File: config.mk
export PLATFORM = sky130hd
export DESIGN_NAME = alu_seq_ctrl_flat
export DESIGN_NICKNAME = d
export VERILOG_FILES = /design/src/rtl/alu_seq_ctrl_pkg.sv /design/src/rtl/alu_seq_ctrl_if.sv /design/src/rtl/alu_seq_ctrl_instr_dec.sv /design/src/rtl/alu_seq_ctrl.sv /design/src/flat_wrapper.sv
export SDC_FILE = /design/constraint.sdc
export NUM_CORES = 1
export LEC_CHECK = 0
export BUFFER_PORTS_ARGS = -buffer_cell sky130_fd_sc_hd__buf_4
export CORE_ASPECT_RATIO = 1.5
export CORE_MARGIN = 5
export CORE_UTILIZATION = 51
export CTS_CLUSTER_DIAMETER = 150
export CTS_CLUSTER_SIZE = 10
export DETAILED_ROUTE_END_ITERATION = 7
export GPL_TIMING_DRIVEN = 0
export PLACE_DENSITY = 0.91
export REMOVE_ABC_BUFFERS = 1
export SLEW_MARGIN = 20
export SYNTH_ARGS = -nofsm -noshare
export SYNTH_HDL_FRONTEND = slang
export SYNTH_HIERARCHICAL = 1
export SYNTH_SLANG_ARGS = --single-unit
File: constraint.sdc
create_clock -name clk -period 5.6 [get_ports clk]
set_input_delay 1.4 -clock clk [delete_from_list [all_inputs] [get_ports clk]]
set_output_delay 1.4 -clock clk [all_outputs]
set_load 0.05 [all_outputs]
File: src/rtl/alu_seq_ctrl_pkg.sv
// Shared constants and types for the ALU sequencing controller.
// Imported by the decoder, the FSM and the handshake interface.
package alu_seq_ctrl_pkg;

  localparam int IW = 16;

  localparam logic [2:0] S_WAIT   = 3'd0;
  localparam logic [2:0] S_DECODE = 3'd1;
  localparam logic [2:0] S_GET_A  = 3'd2;
  localparam logic [2:0] S_GET_B  = 3'd3;
  localparam logic [2:0] S_EXEC   = 3'd4;
  localparam logic [2:0] S_WR_REG = 3'd5;
  localparam logic [2:0] S_WR_IMM = 3'd6;

  localparam logic [2:0] OPC_MOV = 3'b110;
  localparam logic [2:0] OPC_ALU = 3'b101;

  localparam logic [1:0] OP_MOVI = 2'b10;
  localparam logic [1:0] OP_MOVR = 2'b00;
  localparam logic [1:0] OP_ADD  = 2'b00;
  localparam logic [1:0] OP_CMP  = 2'b01;
  localparam logic [1:0] OP_AND  = 2'b10;
  localparam logic [1:0] OP_MVN  = 2'b11;

  localparam logic [1:0] ALU_ADD  = 2'b00;
  localparam logic [1:0] ALU_SUB  = 2'b01;
  localparam logic [1:0] ALU_AND  = 2'b10;
  localparam logic [1:0] ALU_NOTB = 2'b11;

  typedef enum logic [2:0] {
    K_ILL, K_MOVI, K_MOVR, K_ADD, K_CMP, K_AND, K_MVN
  } kind_t;

  typedef struct packed {
    kind_t          kind;
    logic [1:0]     op;
    logic [2:0]     rn;
    logic [2:0]     rd;
    logic [2:0]     rm;
    logic [1:0]     sh;
    logic [IW-1:0]  sximm8;
  } instr_f_t;

endpackage

File: src/rtl/alu_seq_ctrl_if.sv
// Start handshake plus datapath control bundle.
// master: instruction source; slave: the sequencer.
interface alu_seq_ctrl_if;
  import alu_seq_ctrl_pkg::*;

  logic          s;
  logic [IW-1:0] in;
  logic          w;
  logic          err;
  logic [2:0]    rnum;
  logic          write;
  logic          vsel;
  logic          loada;
  logic          loadb;
  logic          loadc;
  logic          loads;
  logic          asel;
  logic [1:0]    ALUop;
  logic [1:0]    shift;
  logic [IW-1:0] sximm8;

  modport master (
    output s, in,
    input  w, err, rnum, write, vsel, loada, loadb,
    input  loadc, loads, asel, ALUop, shift, sximm8
  );

  modport slave (
    input  s, in,
    output w, err, rnum, write, vsel, loada, loadb,
    output loadc, loads, asel, ALUop, shift, sximm8
  );

endinterface

File: src/rtl/alu_seq_ctrl_instr_dec.sv
// Combinational instruction field extraction and legality check.
// Shared by the sequencer and a future fetch unit.
module instr_dec
  import alu_seq_ctrl_pkg::*;
(
  input  logic [IW-1:0] ir,
  output instr_f_t      f,
  output logic          legal
);

  logic [2:0] opc;
  logic [1:0] op;

  assign opc = ir[15:13];
  assign op  = ir[12:11];

  always_comb begin
    f        = '0;
    f.op     = op;
    f.rn     = ir[10:8];
    f.rd     = ir[7:5];
    f.sh     = ir[4:3];
    f.rm     = ir[2:0];
    f.sximm8 = {{8{ir[7]}}, ir[7:0]};
    f.kind   = K_ILL;
    unique case ({opc, op})
      {OPC_MOV, OP_MOVI}: f.kind = K_MOVI;
      {OPC_MOV, OP_MOVR}: f.kind = K_MOVR;
      {OPC_ALU, OP_ADD}:  f.kind = K_ADD;
      {OPC_ALU, OP_CMP}:  f.kind = K_CMP;
      {OPC_ALU, OP_AND}:  f.kind = K_AND;
      {OPC_ALU, OP_MVN}:  f.kind = K_MVN;
      default:            f.kind = K_ILL;
    endcase
  end

  assign legal = (f.kind != K_ILL);

endmodule

File: src/rtl/alu_seq_ctrl.sv
// Moore FSM sequencing the 16-bit ALU datapath, one instruction
// per start handshake; outputs depend only on state and IR.
module alu_seq_ctrl
  import alu_seq_ctrl_pkg::*;
(
  input  logic         clk,
  input  logic         reset,
  alu_seq_ctrl_if.slave bus
);

  logic [2:0]    state;
  logic [2:0]    nxt;
  logic [IW-1:0] ir;
  instr_f_t      f;
  logic          legal;

  instr_dec u_dec (
    .ir    (ir),
    .f     (f),
    .legal (legal)
  );

  always_ff @(posedge clk) begin
    if (reset) begin
      state <= S_WAIT;
      ir    <= '0;
    end else begin
      state <= nxt;
      if (state == S_WAIT && bus.s)
        ir <= bus.in;
    end
  end

  always_comb begin
    nxt = S_WAIT;
    case (state)
      S_WAIT:   nxt = bus.s ? S_DECODE : S_WAIT;
      S_DECODE: begin
        unique case (f.kind)
          K_MOVI:              nxt = S_WR_IMM;
          K_MOVR, K_MVN:       nxt = S_GET_B;
          K_ADD, K_CMP, K_AND: nxt = S_GET_A;
          default:             nxt = S_WAIT;
        endcase
      end
      S_GET_A:  nxt = S_GET_B;
      S_GET_B:  nxt = S_EXEC;
      S_EXEC:   nxt = (f.kind == K_CMP) ? S_WAIT : S_WR_REG;
      default:  nxt = S_WAIT;
    endcase
  end

  always_comb begin
    bus.w      = 1'b0;
    bus.err    = 1'b0;
    bus.rnum   = '0;
    bus.write  = 1'b0;
    bus.vsel   = 1'b0;
    bus.loada  = 1'b0;
    bus.loadb  = 1'b0;
    bus.loadc  = 1'b0;
    bus.loads  = 1'b0;
    bus.asel   = 1'b0;
    bus.ALUop  = ALU_ADD;
    bus.shift  = 2'b00;
    case (state)
      S_WAIT:   bus.w = 1'b1;
      S_DECODE: bus.err = !legal;
      S_GET_A: begin
        bus.rnum  = f.rn;
        bus.loada = 1'b1;
      end
      S_GET_B: begin
        bus.rnum  = f.rm;
        bus.loadb = 1'b1;
      end
      S_EXEC: begin
        // MOV reg is 0 + shifted B, so it borrows the ADD path
        bus.shift = f.sh;
        bus.ALUop = (f.kind == K_MOVR) ? ALU_ADD : f.op;
        bus.asel  = (f.kind == K_MOVR) || (f.kind == K_MVN);
        bus.loads = 1'b1;
        bus.loadc = (f.kind != K_CMP);
      end
      S_WR_REG: begin
        bus.rnum  = f.rd;
        bus.write = 1'b1;
      end
      S_WR_IMM: begin
        bus.rnum  = f.rn;
        bus.vsel  = 1'b1;
        bus.write = 1'b1;
      end
      default: ;
    endcase
  end

  assign bus.sximm8 = f.sximm8;

endmodule

File: src/flat_wrapper.sv
// flat-port wrapper written by rule: the top's interface ports become plain ports
module alu_seq_ctrl_flat import alu_seq_ctrl_pkg::*;
  (clk, reset, bus_s, bus_in, bus_w, bus_err, bus_rnum, bus_write, bus_vsel, bus_loada, bus_loadb, bus_loadc, bus_loads, bus_asel, bus_ALUop, bus_shift, bus_sximm8);
  alu_seq_ctrl_if bus_i ();
  input  logic clk;
  input  logic reset;
  input wire logic [$bits(bus_i.s)-1:0] bus_s;
  input wire logic [$bits(bus_i.in)-1:0] bus_in;
  output wire logic [$bits(bus_i.w)-1:0] bus_w;
  output wire logic [$bits(bus_i.err)-1:0] bus_err;
  output wire logic [$bits(bus_i.rnum)-1:0] bus_rnum;
  output wire logic [$bits(bus_i.write)-1:0] bus_write;
  output wire logic [$bits(bus_i.vsel)-1:0] bus_vsel;
  output wire logic [$bits(bus_i.loada)-1:0] bus_loada;
  output wire logic [$bits(bus_i.loadb)-1:0] bus_loadb;
  output wire logic [$bits(bus_i.loadc)-1:0] bus_loadc;
  output wire logic [$bits(bus_i.loads)-1:0] bus_loads;
  output wire logic [$bits(bus_i.asel)-1:0] bus_asel;
  output wire logic [$bits(bus_i.ALUop)-1:0] bus_ALUop;
  output wire logic [$bits(bus_i.shift)-1:0] bus_shift;
  output wire logic [$bits(bus_i.sximm8)-1:0] bus_sximm8;
  assign bus_i.s = bus_s;
  assign bus_i.in = bus_in;
  assign bus_w = bus_i.w;
  assign bus_err = bus_i.err;
  assign bus_rnum = bus_i.rnum;
  assign bus_write = bus_i.write;
  assign bus_vsel = bus_i.vsel;
  assign bus_loada = bus_i.loada;
  assign bus_loadb = bus_i.loadb;
  assign bus_loadc = bus_i.loadc;
  assign bus_loads = bus_i.loads;
  assign bus_asel = bus_i.asel;
  assign bus_ALUop = bus_i.ALUop;
  assign bus_shift = bus_i.shift;
  assign bus_sximm8 = bus_i.sximm8;
  alu_seq_ctrl u_core (.clk(clk), .reset(reset), .bus(bus_i));
endmodule
* Yosys cells after proc, flatten, opt, wreduce, memory -nomap -nowiden
Cells that the tools add are included.
** Word-level totals
- Flip-flop bits (word level) :: 19
- Bits of input ports :: 19
- Output and inout bits :: 32
- Logic and storage cells :: 48
** Cells by class
- Equality and inequality tests :: 19
- Muxes and demuxes :: 18
- Reduce and logical (&&, ||, !) cells :: 9
** Operators by type and width (count)
- equality test 5 bit, second input constant :: 6
- equality test 3 bit, second input constant :: 6
- case mux 3 bit (3 select lines) :: 2
- case mux 3 bit (6 select lines) :: 1
- case mux 3 bit (5 select lines) :: 1
- equality test 3 x 2 -> 1 bit, second input constant :: 4
- 2-to-1 mux 1 bit :: 10
- equality test 3 x 1 -> 1 bit, second input constant :: 2
- 2-to-1 mux 2 bit :: 3
- OR reduction 2 bit :: 3
- logical NOT 3 bit :: 1
- 2-to-1 mux 3 bit :: 1
- != test 3 bit, second input constant :: 1
- nonzero test 3 bit :: 1
- OR reduction 3 bit :: 1
- logical AND 1 bit :: 1
- logical NOT 1 bit :: 1
- logical OR 1 bit :: 1

* Longest topological paths before layout
- Depth in word-level cells :: 6
- Gate-level depth with buffers :: 5
- Depth with buffers taken out :: 5

* Cells and area by module
The synthesis kept the hierarchy.
** By module, submodules not included
- alu_seq_ctrl :: instances 1, cells an instance 117, area an instance 912.1 sq um, seq. area each 380.4 sq um
- instr_dec :: instances 1, cells an instance 41, area an instance 295.3 sq um, seq. area each 0.0 sq um

* Worst setup path after synthesis
OpenSTA, ideal clock, no wires.
- Path kind :: register -> output
- Start :: register u_core.state[0]
- End :: output bus_err
- Data arrival time :: 2007 ps
- Required time :: 4200 ps
- Slack :: 2193 ps
- Stages on the path, launching flop included :: 4
- Buffers on the path :: 1
- Cells stage by stage :: dfxtp_1 clkbuf_1 nor2b_1 nor3b_1
** On the way
- Longest elaborated chain between the ends :: 2
** Ends and longest elaborated chain
- start: declaration :: line alu_seq_ctrl.sv:11 : logic [2:0] state;
- start signal: assignment :: line alu_seq_ctrl.sv:28 : state <= nxt;
- equality test 3 x 1 -> 1 bit :: line alu_seq_ctrl.sv:66 : case (state)
- 2-to-1 mux 1 bit :: line alu_seq_ctrl.sv:66
- end: declaration :: line flat_wrapper.sv:10 : output wire logic [$bits(bus_i.err)-1:0] bus_err;
No other way between the ends.

==> metrics.md <==
| Metric | Value |
|---|---|
| Max-slew violations | 0 |
| DR WL met3 | 87 um |
| Main combinational cell family by area after synthesis | simple AND/OR/NAND/NOR gates |
| Largest net degree at the start of global routing | 21 |
| Antenna violations before repair | 0 |
| Synth area leaders | dfxtp_1 (32%), buf_4 (18%), nand2_1 (11%) |
| Vias per cell | 5.34 |
| P&R area growth vs syn | 14.1% |
| Type of the tightest min-delay check | reg2reg |
| CP required | 4.20 ns |
| Worst Tran Pin Value | 0.788 ns |
| Clock tree from TritonCTS | built |
| Slew HR | 47.3% |
| CP Launch Point | u_core/ir[14]$_SDFFE_PP0P_ |
| Worst setup path endpoint | bus_ALUop[1] |
| Most frequent cells in the layout | buf_4 (50), nand2_1 (34), dfxtp_1 (19) |
| CP cell instances | nand2b_1, o32ai_1, nand2b_1, o21a_1, and2_1, buf_4 |
| Post-synth EDFFs | 0 |
| Mux share of post-synthesis cell area | 0% |
| Critical R2R Launch | u_core/ir[14]$_SDFFE_PP0P_ |
| Overall routing resource usage | 15.6% |
| R2R setup slack | 3.82 ns |
| Pleak | 0.614 nW |
| Final setup viols | 0 |
| Synth Area in Compound Gates | 18.4% |
| Setup TNS | 0 ns |
| Antenna Nets Post-Route | 0 |
| Clock Latency Late Sink | 0.29 ns |
| Yosys reg bits | 19 |
| Sequential-to-total area share from yosys stat | 31.5% |
| Post-CTS Setup Bufs | 0 |
| Final cell count without fillers | 198 |
| PortBufs | 50 |
| Setup Skew | 0.00416 ns |
| DPL Wire Length | 2140 um |
| Core box area | 2260 um2 |
| Crit-path max FO | 5 |
| CP endpoint kind | output port |
| CP dominant cell by count | nand2b_1 |
| RR Endpoint | u_core/state[1]$_SDFF_PP0_ |
| Power Density | 285 nW/um2 |
| Ys async rst share | 0% |
| Std-Cell Rows | 21 |
| Synth warn | 6 |
| Most common cell after layout, fill and taps aside | buf_4 |
| Post-synth top area cell | dfxtp_1 |
| I/O pins | 51 |
| Synth Flop Type | dfxtp_1 |
| Met2 WL post-DR | 1580 um |
| Hold path startpoint | u_core/ir[10]$_SDFFE_PP0P_ |
| H-Tree Depth | 1 |
| CTS resizes | 0 |
| Layout cells sized above 1 | 30.9% |
| Final RePlAce weighted congestion | 0.854 |
| Post-Syn Instances | 158 |
| Root Driver | clkbuf_4 |
| Crit start category | flip-flop |
| Nets | 195 |
| Post-synthesis simple-gate area fraction | 26.5% |
| Clock period minus worst slack | 3.59 ns |
| First-pass GRT wire length | 4490 um |
| Initial Util | 53.4% |
| Clk buf depth | 2 |
| Max frequency | 278 MHz |
| Highest routed layer | met4 |
| Yosys top cell area share | 31.5% |
| Netlist cell types | 28 |
| Synth Area per Inst | 7.64 um2 |
| WP buf/inv | 1 |
| Final WS setup | 2.01 ns |
| TritonCTS Buffers | 3 |
| Critical Path AT | 2.19 ns |
| Max stage delay cell, worst path | o32ai_1 |
| Via count | 1058 |
| Vias in the first global route | 1040 |
| Reg2reg path depth | 4 |
| Max IR drop VDD | 0.231 mV |
| Fill cells | 207 |
| RSZ-0062 raised after global routing | no |
| Placed Cells | 194 |
| WP depth | 6 |
| DRC | 0 |
| Top cell family by delay on the critical path | compound AO/OA/AOI/OAI gates |
| Fin. Hold Viols | 0 |
| Synthesized area | 1210 um2 |
| CTS sink count | 19 |
| Initial drt markers | 42 |
| Path type of the worst setup path | reg2out |
| Fraction of the mapped netlist area in adder cells | 0% |
| Fin crit share | 64.2% |
| Status | finished, final reports clean |
| Met1 WL | 1030 um |
| DRT Pass-1 Iters | 4 |
| Total gr overflow | 0 |
| Clock transition at the registers of the reported paths | 0.11 ns |
| Wire per inst | 14.0 um |
| Dpl ws | 2.36 ns |
| Xor/xnor share of the synthesized area | 0.725% |
| Die height | 69.6 um |
| Cts hold-fix bufs | 0 |
| Max cap viols | 0 |
| Die area | 3460 um2 |
| Die Wd | 49.7 um |
| Largest stage delay, worst path | 0.57 ns |
| ANT cells | 0 |
| Total Wirelength | 2760 um |
cells in the mapped netlist, drive strengths merged, types with 3 or more instances:
cell type and number:
nor2 3, a21oi 18, nor2b 6, dfxtp 19
buf 34, inv 4, nand2 34, a22o 6
nor3 4, clkbuf 3, and2 6
worst min-delay path by stage:
| stage | to | slack (ns) | cells after the start |
|---|---|---|---|
| after detailed placement | u_core/ir[10]$_SDFFE_PP0P_ | 0.46 | 2 |
| final | u_core/ir[10]$_SDFFE_PP0P_ | 0.47 | 2 |
| after global placement | u_core/ir[9]$_SDFFE_PP0P_ | 0.45 | 2 |
| after CTS | u_core/ir[10]$_SDFFE_PP0P_ | 0.47 | 2 |
| after floorplan | u_core/ir[10]$_SDFFE_PP0P_ | 0.43 | 2 |
| after global routing | u_core/ir[10]$_SDFFE_PP0P_ | 0.51 | 2 |
per-layer routing:
metal | vias to the layer above | track usage, %
met5 | - | 0
met4 | 0 | 7.00
met3 | 6 | 2.37
met2 | 25 | 29.5
met1 | 489 | 16.0
li1 | 538 | -
metrics by stage:
step / hold WS, ns / instance area (um2) / utilization [%] / total power (W)
2_1_floorplan: 0.431 / 947 / - / 0.000274
3_3_place_gp: 0.445 / 1350 / 59.8 / 0.000323
3_5_place_dp: 0.459 / 1350 / 59.8 / 0.000327
4_1_cts: 0.474 / 1380 / 61.0 / 0.000395
5_1_grt: 0.509 / 1380 / 61.0 / 0.000413
6_report: 0.470 / 1380 / 61.0 / 0.000392
registers in the layout, indices dropped and copies added (netlist names):
name / flops
u_core/ir: 16
u_core/state: 3
layout make-up:
cell class,instances,area [um2],area share [%]
Inverter,4,15.0,1.09
Tap cell,23,28.8,2.09
Sequential cell,19,380,27.6
Multi-Input combinational cell,98,552,40.1
Clock buffer,4,26.3,1.91
Timing Repair Buffer,50,375,27.2
report_power, final:
| part | internal (W) | leakage [nW] | switching, W |
|---|---|---|---|
| logic | 0.0000519 | 0.443 | 0.000102 |
| registers | 0.000149 | 0.156 | 0.0000205 |
| clock network | 0.0000276 | 0.0150 | 0.0000411 |
tightest hold or removal path, delay by kind of cell (launching register included):
kind | cells | cell delay [ns]
DFF | 1 | 0.33
and+or+nand+nor | 1 | 0.05
AOI/OAI and AO/OA | 1 | 0.05
kinds of logic after synthesis:
group,Yosys count
XOR/XNOR,1
flip-flops,19
AO/OA/AOI/OAI,35
AND/OR/NAND/NOR,62
buffers and inverters,41
(Power assumes the default switching activity.)
